$ cat src/rtl/definitions_pkg.sv
// rtl/definitions_pkg.sv - strength encoding, FSM states and default image size
// for the hysteresis tracker.
package definitions_pkg;

  localparam int DEF_IMG_W = 640;
  localparam int DEF_IMG_H = 480;

  typedef enum logic [1:0] {
    STR_NONE   = 2'b00,
    STR_WEAK   = 2'b01,
    STR_STRONG = 2'b10
  } strength_t;

  typedef enum logic [1:0] {
    ST_IDLE   = 2'b00,
    ST_ACTIVE = 2'b01,
    ST_FLUSH  = 2'b10
  } tracker_state_t;

  function automatic logic is_strong(input logic [1:0] s);
    return s == STR_STRONG;
  endfunction

endpackage

$ cat src/rtl/hyst_line_buffer.sv
// rtl/hyst_line_buffer.sv - one-row delay line: one write port, one
// asynchronous read port, storage deliberately left unreset.
module hyst_line_buffer #(
  parameter int DEPTH = 640,
  parameter int WIDTH = 2
) (
  input  logic                     clk,
  input  logic                     we,
  input  logic [$clog2(DEPTH)-1:0] waddr,
  input  logic [WIDTH-1:0]         wdata,
  input  logic [$clog2(DEPTH)-1:0] raddr,
  output logic [WIDTH-1:0]         rdata
);

  logic [WIDTH-1:0] mem [DEPTH];

  always_ff @(posedge clk) begin
    if (we) mem[waddr] <= wdata;
  end

  assign rdata = mem[raddr];

endmodule

$ cat src/rtl/hysteresis_tracker.sv
// rtl/hysteresis_tracker.sv - 3x3 hysteresis edge tracking over a raster
// stream of weak/strong classified pixels, with a flush phase per frame.
module hysteresis_tracker
  import definitions_pkg::*;
#(
  parameter int IMG_W = DEF_IMG_W,
  parameter int IMG_H = DEF_IMG_H
) (
  input  logic       clk,
  input  logic       rst_n,
  input  logic [1:0] strength,
  input  logic       str_valid,
  output logic       in_ready,
  // "edge" is a reserved word, hence edge_det for the decision output
  output logic       edge_det,
  output logic       edge_valid,
  output logic       frame_done,
  output logic       overflow
);

  localparam int COL_W = $clog2(IMG_W);
  localparam int ROW_W = $clog2(IMG_H);
  localparam int FL_W  = $clog2(IMG_W + 1);
  localparam logic [COL_W-1:0] COL_LAST = COL_W'(IMG_W - 1);
  localparam logic [ROW_W-1:0] ROW_LAST = ROW_W'(IMG_H - 1);
  localparam logic [FL_W-1:0]  FL_LAST  = FL_W'(IMG_W);

  tracker_state_t   state;
  logic [COL_W-1:0] col, cen_col;
  logic [ROW_W-1:0] row, cen_row;
  logic [FL_W-1:0]  fl_cnt;
  logic             accept, flushing, advance, emit;
  logic [1:0]       pin, lb1_rd, lb2_rd;
  logic [1:0]       lcol [3];
  logic [1:0]       mcol [3];
  logic [1:0]       ncol [3];
  logic             top_ok, bot_ok, l_ok, r_ok, nb_strong, decision;

  assign flushing = (state == ST_FLUSH);
  assign accept   = str_valid && in_ready;
  assign advance  = accept || flushing;
  // centre index = input index - IMG_W - 1, so the first decision waits for (1,1)
  assign emit     = flushing ||
                    (accept && ((row > ROW_W'(1)) || (row == ROW_W'(1) && col != '0)));
  assign pin      = (flushing || strength == 2'b11) ? STR_NONE : strength;

  hyst_line_buffer #(.DEPTH(IMG_W), .WIDTH(2)) u_lb1 (
    .clk(clk), .we(advance), .waddr(col), .wdata(pin), .raddr(col), .rdata(lb1_rd)
  );

  hyst_line_buffer #(.DEPTH(IMG_W), .WIDTH(2)) u_lb2 (
    .clk(clk), .we(advance), .waddr(col), .wdata(lb1_rd), .raddr(col), .rdata(lb2_rd)
  );

  assign ncol[0] = lb2_rd;
  assign ncol[1] = lb1_rd;
  assign ncol[2] = pin;

  // Masks come from the centre position, which hides stale buffer/window data
  assign top_ok = (cen_row != '0);
  assign bot_ok = (cen_row != ROW_LAST);
  assign l_ok   = (cen_col != '0);
  assign r_ok   = (cen_col != COL_LAST);

  assign nb_strong =
      (top_ok && ((l_ok && is_strong(lcol[0])) || is_strong(mcol[0]) || (r_ok && is_strong(ncol[0])))) ||
      (l_ok && is_strong(lcol[1])) || (r_ok && is_strong(ncol[1])) ||
      (bot_ok && ((l_ok && is_strong(lcol[2])) || is_strong(mcol[2]) || (r_ok && is_strong(ncol[2]))));

  assign decision = is_strong(mcol[1]) || (mcol[1] == STR_WEAK && nb_strong);

  always_ff @(posedge clk) begin
    if (advance) begin
      lcol[0] <= mcol[0];
      lcol[1] <= mcol[1];
      lcol[2] <= mcol[2];
      mcol[0] <= ncol[0];
      mcol[1] <= ncol[1];
      mcol[2] <= ncol[2];
    end
  end

  always_ff @(posedge clk or negedge rst_n) begin
    if (!rst_n) begin
      state      <= ST_IDLE;
      col        <= '0;
      row        <= '0;
      cen_col    <= '0;
      cen_row    <= '0;
      fl_cnt     <= '0;
      in_ready   <= 1'b1;
      edge_det   <= 1'b0;
      edge_valid <= 1'b0;
      frame_done <= 1'b0;
      overflow   <= 1'b0;
    end else begin
      edge_valid <= emit;
      edge_det   <= emit && decision;
      frame_done <= flushing && (fl_cnt == FL_LAST);
      if (str_valid && !in_ready) overflow <= 1'b1;

      if (emit) begin
        cen_col <= (cen_col == COL_LAST) ? '0 : cen_col + 1'b1;
        if (cen_col == COL_LAST) cen_row <= (cen_row == ROW_LAST) ? '0 : cen_row + 1'b1;
      end

      if (advance) col <= (col == COL_LAST) ? '0 : col + 1'b1;
      if (accept && col == COL_LAST) row <= (row == ROW_LAST) ? '0 : row + 1'b1;

      case (state)
        ST_IDLE: begin
          if (accept) state <= ST_ACTIVE;
        end
        ST_ACTIVE: begin
          if (accept && row == ROW_LAST && col == COL_LAST) begin
            state    <= ST_FLUSH;
            in_ready <= 1'b0;
            fl_cnt   <= '0;
          end
        end
        ST_FLUSH: begin
          fl_cnt <= fl_cnt + 1'b1;
          if (fl_cnt == FL_LAST) begin
            state    <= ST_IDLE;
            in_ready <= 1'b1;
            col      <= '0;
          end
        end
        default: state <= ST_IDLE;
      endcase
    end
  end

endmodule

$ cat config.mk
export PLATFORM = sky130hd
export DESIGN_NAME = hysteresis_tracker
export DESIGN_NICKNAME = d
export VERILOG_FILES = /design/src/rtl/definitions_pkg.sv /design/src/rtl/hyst_line_buffer.sv /design/src/rtl/hysteresis_tracker.sv
export SDC_FILE = /design/constraint.sdc
export NUM_CORES = 2
export LEC_CHECK = 0
export BUFFER_PORTS_ARGS = -buffer_cell sky130_fd_sc_hd__buf_2
export CAP_MARGIN = 20
export CORE_MARGIN = 5
export CORE_UTILIZATION = 40
export DETAILED_ROUTE_END_ITERATION = 6
export SLEW_MARGIN = 20
export SYNTH_ARGS = -nofsm -noshare
export SYNTH_HDL_FRONTEND = slang
export SYNTH_SLANG_ARGS = --single-unit
$ cat constraint.sdc
create_clock -name clk -period 87.5 [get_ports clk]
set_input_delay 17.5 -clock clk [delete_from_list [all_inputs] [get_ports clk]]
set_output_delay 17.5 -clock clk [all_outputs]
set_load 0.02 [all_outputs]
# Word level (Yosys, flattened, before mapping)
# Memory sizes are Yosys's and may differ from the RTL's.
# Cells that the tools add are included.
dict set report word_totals {
  ff_bits 55
  ram_bits 2572
  wordCells 104
  mem_count 4
}
dict set report classes {
  add_sub_neg 5
  n_lt_le_gt_ge 1
  eq_ne 24
  n_mux 19
  reduce_logical 40
}
# memory words word_bits rd rd_ports_with_merged_regs wr line_no
set mem_list {}
lappend mem_list {u_lb1.mem 640 2 1 0 1 hyst_line_buffer.sv:15} ;# logic [WIDTH-1:0] mem [DEPTH];
lappend mem_list {u_lb2.mem 640 2 1 0 1 hyst_line_buffer.sv:15}
lappend mem_list {lcol 3 2 3 0 3 hysteresis_tracker.sv:34} ;# logic [1:0] lcol [3];
lappend mem_list {mcol 3 2 3 0 3 hysteresis_tracker.sv:35} ;# logic [1:0] mcol [3];
# op count
set ops {}
lappend ops {{$mux W10} 6}
lappend ops {{$add A10 B1 Y10 const B} 3}
lappend ops {{$eq A10 B10 Y1 const B} 3}
lappend ops {{$eq A2 B2 Y1 const B} 11}
lappend ops {{$pmux W10 S2} 1}
lappend ops {{$reduce_bool A10 Y1} 2}
lappend ops {{$add A9 B1 Y9 const B} 2}
lappend ops {{$eq A9 B9 Y1 const B} 2}
lappend ops {{$logic_and A1 B1 Y1} 18}
lappend ops {{$mux W9} 2}
lappend ops {{$logic_or A1 B1 Y1} 12}
lappend ops {{$ne A10 B10 Y1 const B} 1}
lappend ops {{$eq A9 B1 Y1 const B} 1}
lappend ops {{$gt A9 B1 Y1 const B} 1}
lappend ops {{$ne A9 B9 Y1 const B} 1}
lappend ops {{$reduce_bool A9 Y1} 1}
lappend ops {{$mux W2} 4}
lappend ops {{$pmux W2 S3} 1}
lappend ops {{$reduce_and A3 Y1} 2}
lappend ops {{$eq A2 B1 Y1 const B} 2}
lappend ops {{$mux W1} 4}
lappend ops {{$ne A2 B2 Y1 const B} 2}
lappend ops {{$reduce_and A2 Y1} 2}
lappend ops {{$logic_not A2 Y1} 1}
lappend ops {{4 further kinds} 4}

# Longest topological paths before layout
dict set report depth {
  ltp_word 11
  mapped_depth 17
  depth_no_buf 10
}

# Cells and area by module
# Synthesis repeated with hierarchy kept, for this count alone.
dict set report hier_totals {
  hier_cells 6444
  area_unflattened_um2 109553.8
}
# mod instances cells_per_inst area_each_um2 seq_area_each_um2
set modules_own_cells {}
lappend modules_own_cells {hyst_line_buffer 2 3046 52989.6 38436.9}
lappend modules_own_cells {hysteresis_tracker 1 352 3574.7 1737.9}

# Least setup slack after synthesis
# OpenSTA, ideal clock, no wires.
dict set report synth_path {
  path_type {input to register}
  startpoint {in strength[0]}
  endpoint {mem mcol[2][1] (netlist: mcol[0][5]), data pin}
  t_arrival_ns 42.945
  path_slack_ns 39.312
  path_stages 1
  cell_sequence {nor3b_1}
}
# item line_no
set synth_rtl {}
lappend synth_rtl {{from (decl)} hysteresis_tracker.sv:11} ;# input logic [1:0] strength,
lappend synth_rtl {{to (decl)} hysteresis_tracker.sv:35}

# Worst setup path after layout
dict set report layout_path {
  startpoint {in strength[0]}
  endpoint {mem u_lb1.mem[332][1], data pin}
}
dict set report layout_via {
  elab_chain_len 3
}
# item line_no
set layout_rtl {}
lappend layout_rtl {{$eq A2 B2 Y1} hysteresis_tracker.sv:45} ;# assign pin = (flushing || strength == 2'b11) ? STR_NONE : strength;
lappend layout_rtl {{$logic_or A1 B1 Y1} hysteresis_tracker.sv:45}
lappend layout_rtl {{$mux W2} hysteresis_tracker.sv:45}
lappend layout_rtl {{net pin[1]} hysteresis_tracker.sv:33} ;# logic [1:0] pin, lb1_rd, lb2_rd;
lappend layout_rtl {{to (decl)} hyst_line_buffer.sv:15}
# The timed path passes the listed nets, and every way through them passes these cells.

==> impl_metrics.json <==
{
  "fp-row-count": 187,
  "pin_count": 10,
  "grt_max_degree": 179,
  "crit_path_cell_trace": "buf_2 > nor3b_2 > buf_4 > buf_4 > buf_4 > buf_4 > buf_4",
  "leakage_nw": 44.0,
  "die_area_um2": 270000,
  "violations": "DRC",
  "numCtsBuffers": 288,
  "antenna_found_initial": 19,
  "ir_worst_vdd_uv": 23.4,
  "drt_wl_total_um": 308000,
  "hold_start": "mcol[0][1]",
  "cts_max_level": 5,
  "synthAdderAreaFrac": 0.00192,
  "core-area_um2": 259000,
  "rsz0062_at_grt": "no",
  "ys_ff_latch": 2627,
  "drive_above_1_share": 0.132,
  "final.setup_skew_ps": 63.7,
  "vias": 57600,
  "drtIter0Drc": 7623,
  "relSlewSlack": 0.209,
  "crit_top_cell": "buf_4",
  "wire_per_inst_um": 32.0,
  "die_height_um": 520,
  "netlist_top_cells_area": "edfxtp_1, mux2i_1, mux4_2",
  "crit_required_ps": 88080,
  "worstSetupEndpointType": "flop",
  "nets": 6049,
  "path_max_fanout": 78,
  "grt_use_met1": 0.309,
  "insertion_delay_ps": 950,
  "grtUsageMet3": 0.0455,
  "clk_root_buffer_cell": "clkbuf_16",
  "clockBufferDepth": 4,
  "clkSlewWorstSetupHoldPaths_ps": 60,
  "port_buffers": 9,
  "yosys_most_used_dff": "edfxtp_1",
  "dp_hpwl_um": 181000,
  "cts.sinks": 2627,
  "cts_hold_buffers": 0,
  "yosysTopAreaCellShare": 0.742,
  "busiest_layer": "met2",
  "fin_crit_ps": 21070,
  "utilization": 0.450,
  "fmax_mhz": 47.5,
  "async_reset_ff_frac": 0.0209,
  "areaGrowthSynthToFinish_pct": 12.0,
  "slew_violations": 0,
  "slowest_delay_ps": 770,
  "p_switching_mw": 0.479,
  "cts_resized": 0,
  "synth_edf_count": 2572,
  "power.density_nw_per_um2": 21.6,
  "cap_viol_max_count": 0,
  "gp_congestion": 0.852,
  "sequentialPowerShare": 0.540,
  "post-cts-setup-buffer-count": 0,
  "grt_pass1_vias": 56500,
  "worst_setup_path_start_kind": "input pin",
  "setup_viol": 0,
  "drc_errors": 2,
  "cp_data_arrival_time_ps": 21660,
  "crit_type": "input pin to flop",
  "grt.total_usage": 0.222,
  "fin_crit_sh": 0.241,
  "syn_area_um2": 104000,
  "synth_seq_area_share": 0.756,
  "netlist_instances": 5981,
  "postSynthAreaPerCell_um2": 17.4,
  "grt.met2_usage": 0.345,
  "grt_first_pass_wirelength_um": 432000,
  "synth_compound_area_frac": 0.0420,
  "yosysTopAreaCell": "edfxtp_1",
  "syn_nets": 6002,
  "p_clk_frac": 0.460,
  "initial_core_util": 0.401,
  "p_comb_frac": 0,
  "final_cell_mix": "edfxtp_1, mux2i_1, nor2_1",
  "final_common_cell": "edfxtp_1",
  "synth.distinct_cells": 68,
  "synth_mux_area_frac": 0.129,
  "firstDrtPassIters": 7,
  "tightest_slew_ps": 1180,
  "cp-startpoint": "strength[0]",
  "synth_simple_gate_area_frac": 0.0470,
  "cts_tree": "yes",
  "yosys.area_share.xor_xnor": 0.00210,
  "ant_nets": 0,
  "internal_power_mw": 2.04,
  "die_w_um": 520,
  "crit_slowest_cell": "buf_4",
  "vias_per_cell": 5.98,
  "r2r_start": "col[1]",
  "status": "finished with violations",
  "switching_share": 0.190,
  "hold_viol_final": 0,
  "fin_setup_tns_ps": 0,
  "grt-ovfl-total": 0,
  "holdCritPathClass": "flop to flop",
  "synth_top_family_by_area": "multiplexers",
  "synth_warnings": 0
}
sequential cells by signal, indices dropped and copies added (netlist names), 2 cells and up:
| register | count |
|---|---|
| u_lb1.mem | 1280 |
| u_lb2.mem | 1280 |
| cen_col | 10 |
| col | 10 |
| fl_cnt | 10 |
| cen_row | 9 |
| row | 9 |
| lcol | 6 |
| mcol | 6 |
| state | 2 |
Yosys cell counts, types with 11 or more instances:
| cell type | instances |
|---|---|
| o2111ai_1 | 37 |
| inv_1 | 22 |
| buf_2 | 86 |
| mux2i_1 | 909 |
| buf_6 | 46 |
| dfrtp_1 | 54 |
| o21ai_0 | 65 |
| mux4_2 | 187 |
| xor2_1 | 13 |
| clkbuf_1 | 197 |
| xnor2_1 | 12 |
| o22ai_1 | 379 |
| nor4_1 | 66 |
| buf_4 | 62 |
| a31oi_1 | 20 |
| nor2b_1 | 13 |
| nand2_1 | 105 |
| buf_1 | 22 |
| nor2_1 | 724 |
| nor3b_1 | 11 |
| edfxtp_1 | 2572 |
| a21oi_1 | 27 |
| ha_1 | 16 |
| nand4_1 | 27 |
| nand3_1 | 40 |
| nor3_1 | 59 |
| o22a_1 | 27 |
| a22oi_1 | 59 |
path summary, 6_finish.rpt:
path	end	depth (start not counted)	slack [ps]
max	u_lb1.mem[332][1]	7	66430
max reg2reg	u_lb2.mem[324][1]	13	79810
min in group asynchronous	cen_col[3]	1	16500
max in group asynchronous	col[1]	2	70030
min	lcol[0][1]	0	440
min reg2reg	lcol[0][1]	0	440
metrics by stage:
step / area [um2] / power [mW] / cells / setup slack, ps / hold WS (ps)
final: 117000 / 2.52 / 9632 / 66430 / 440
after global placement: 108000 / 1.39 / 9139 / 65630 / 430
after CTS: 117000 / 2.53 / 9625 / 66500 / 443
after detailed placement: 108000 / 1.39 / 9139 / 65560 / 430
after floorplan: 104000 / 1.39 / 5981 / 39310 / 418
after global routing: 117000 / 2.59 / 9627 / 66260 / 455
power by group through the flow:
stage	registers (mW)	clock network, mW	logic, mW
floorplan	1.39	0	0.0000284
global placement	1.39	0	0.000777
detailed placement	1.39	0	0.000772
CTS	1.36	1.17	0.000778
global route	1.36	1.23	0.000865
finish	1.36	1.16	0.000734
cell type report:
cell class | instances | area, um2
diodes | 6 | 15.0
clock buffers | 351 | 7630
clock inverters | 135 | 1180
fillers | 22200 | 143000
inverters | 24 | 90.1
multi-input cells | 2917 | 23400
flip-flops and latches | 2627 | 78600
well taps | 3402 | 4260
repair buffers | 170 | 1370
cells by family after synthesis:
| family | Yosys count |
|---|---|
| adder cells (fa/ha/maj) | 16 |
| flip-flops | 2627 |
| buffers and inverters | 437 |
| AO/OA/AOI/OAI | 662 |
| AND/OR/NAND/NOR | 1108 |
| XOR/XNOR | 25 |
| multiplexers | 1106 |
worst max-delay path, delay by kind of cell:
family,cells,cell delay (ps)
buffers and inverters,6,3680
and+or+nand+nor,1,180
layer usage:
metal | routed length, um | vias up
li1 | - | 23800
met1 | 123000 | 30100
met2 | 143000 | 3120
met3 | 29200 | 585
met4 | 12900 | 4
met5 | 27 | -
Note: power is estimated with default switching activity, not from simulation.
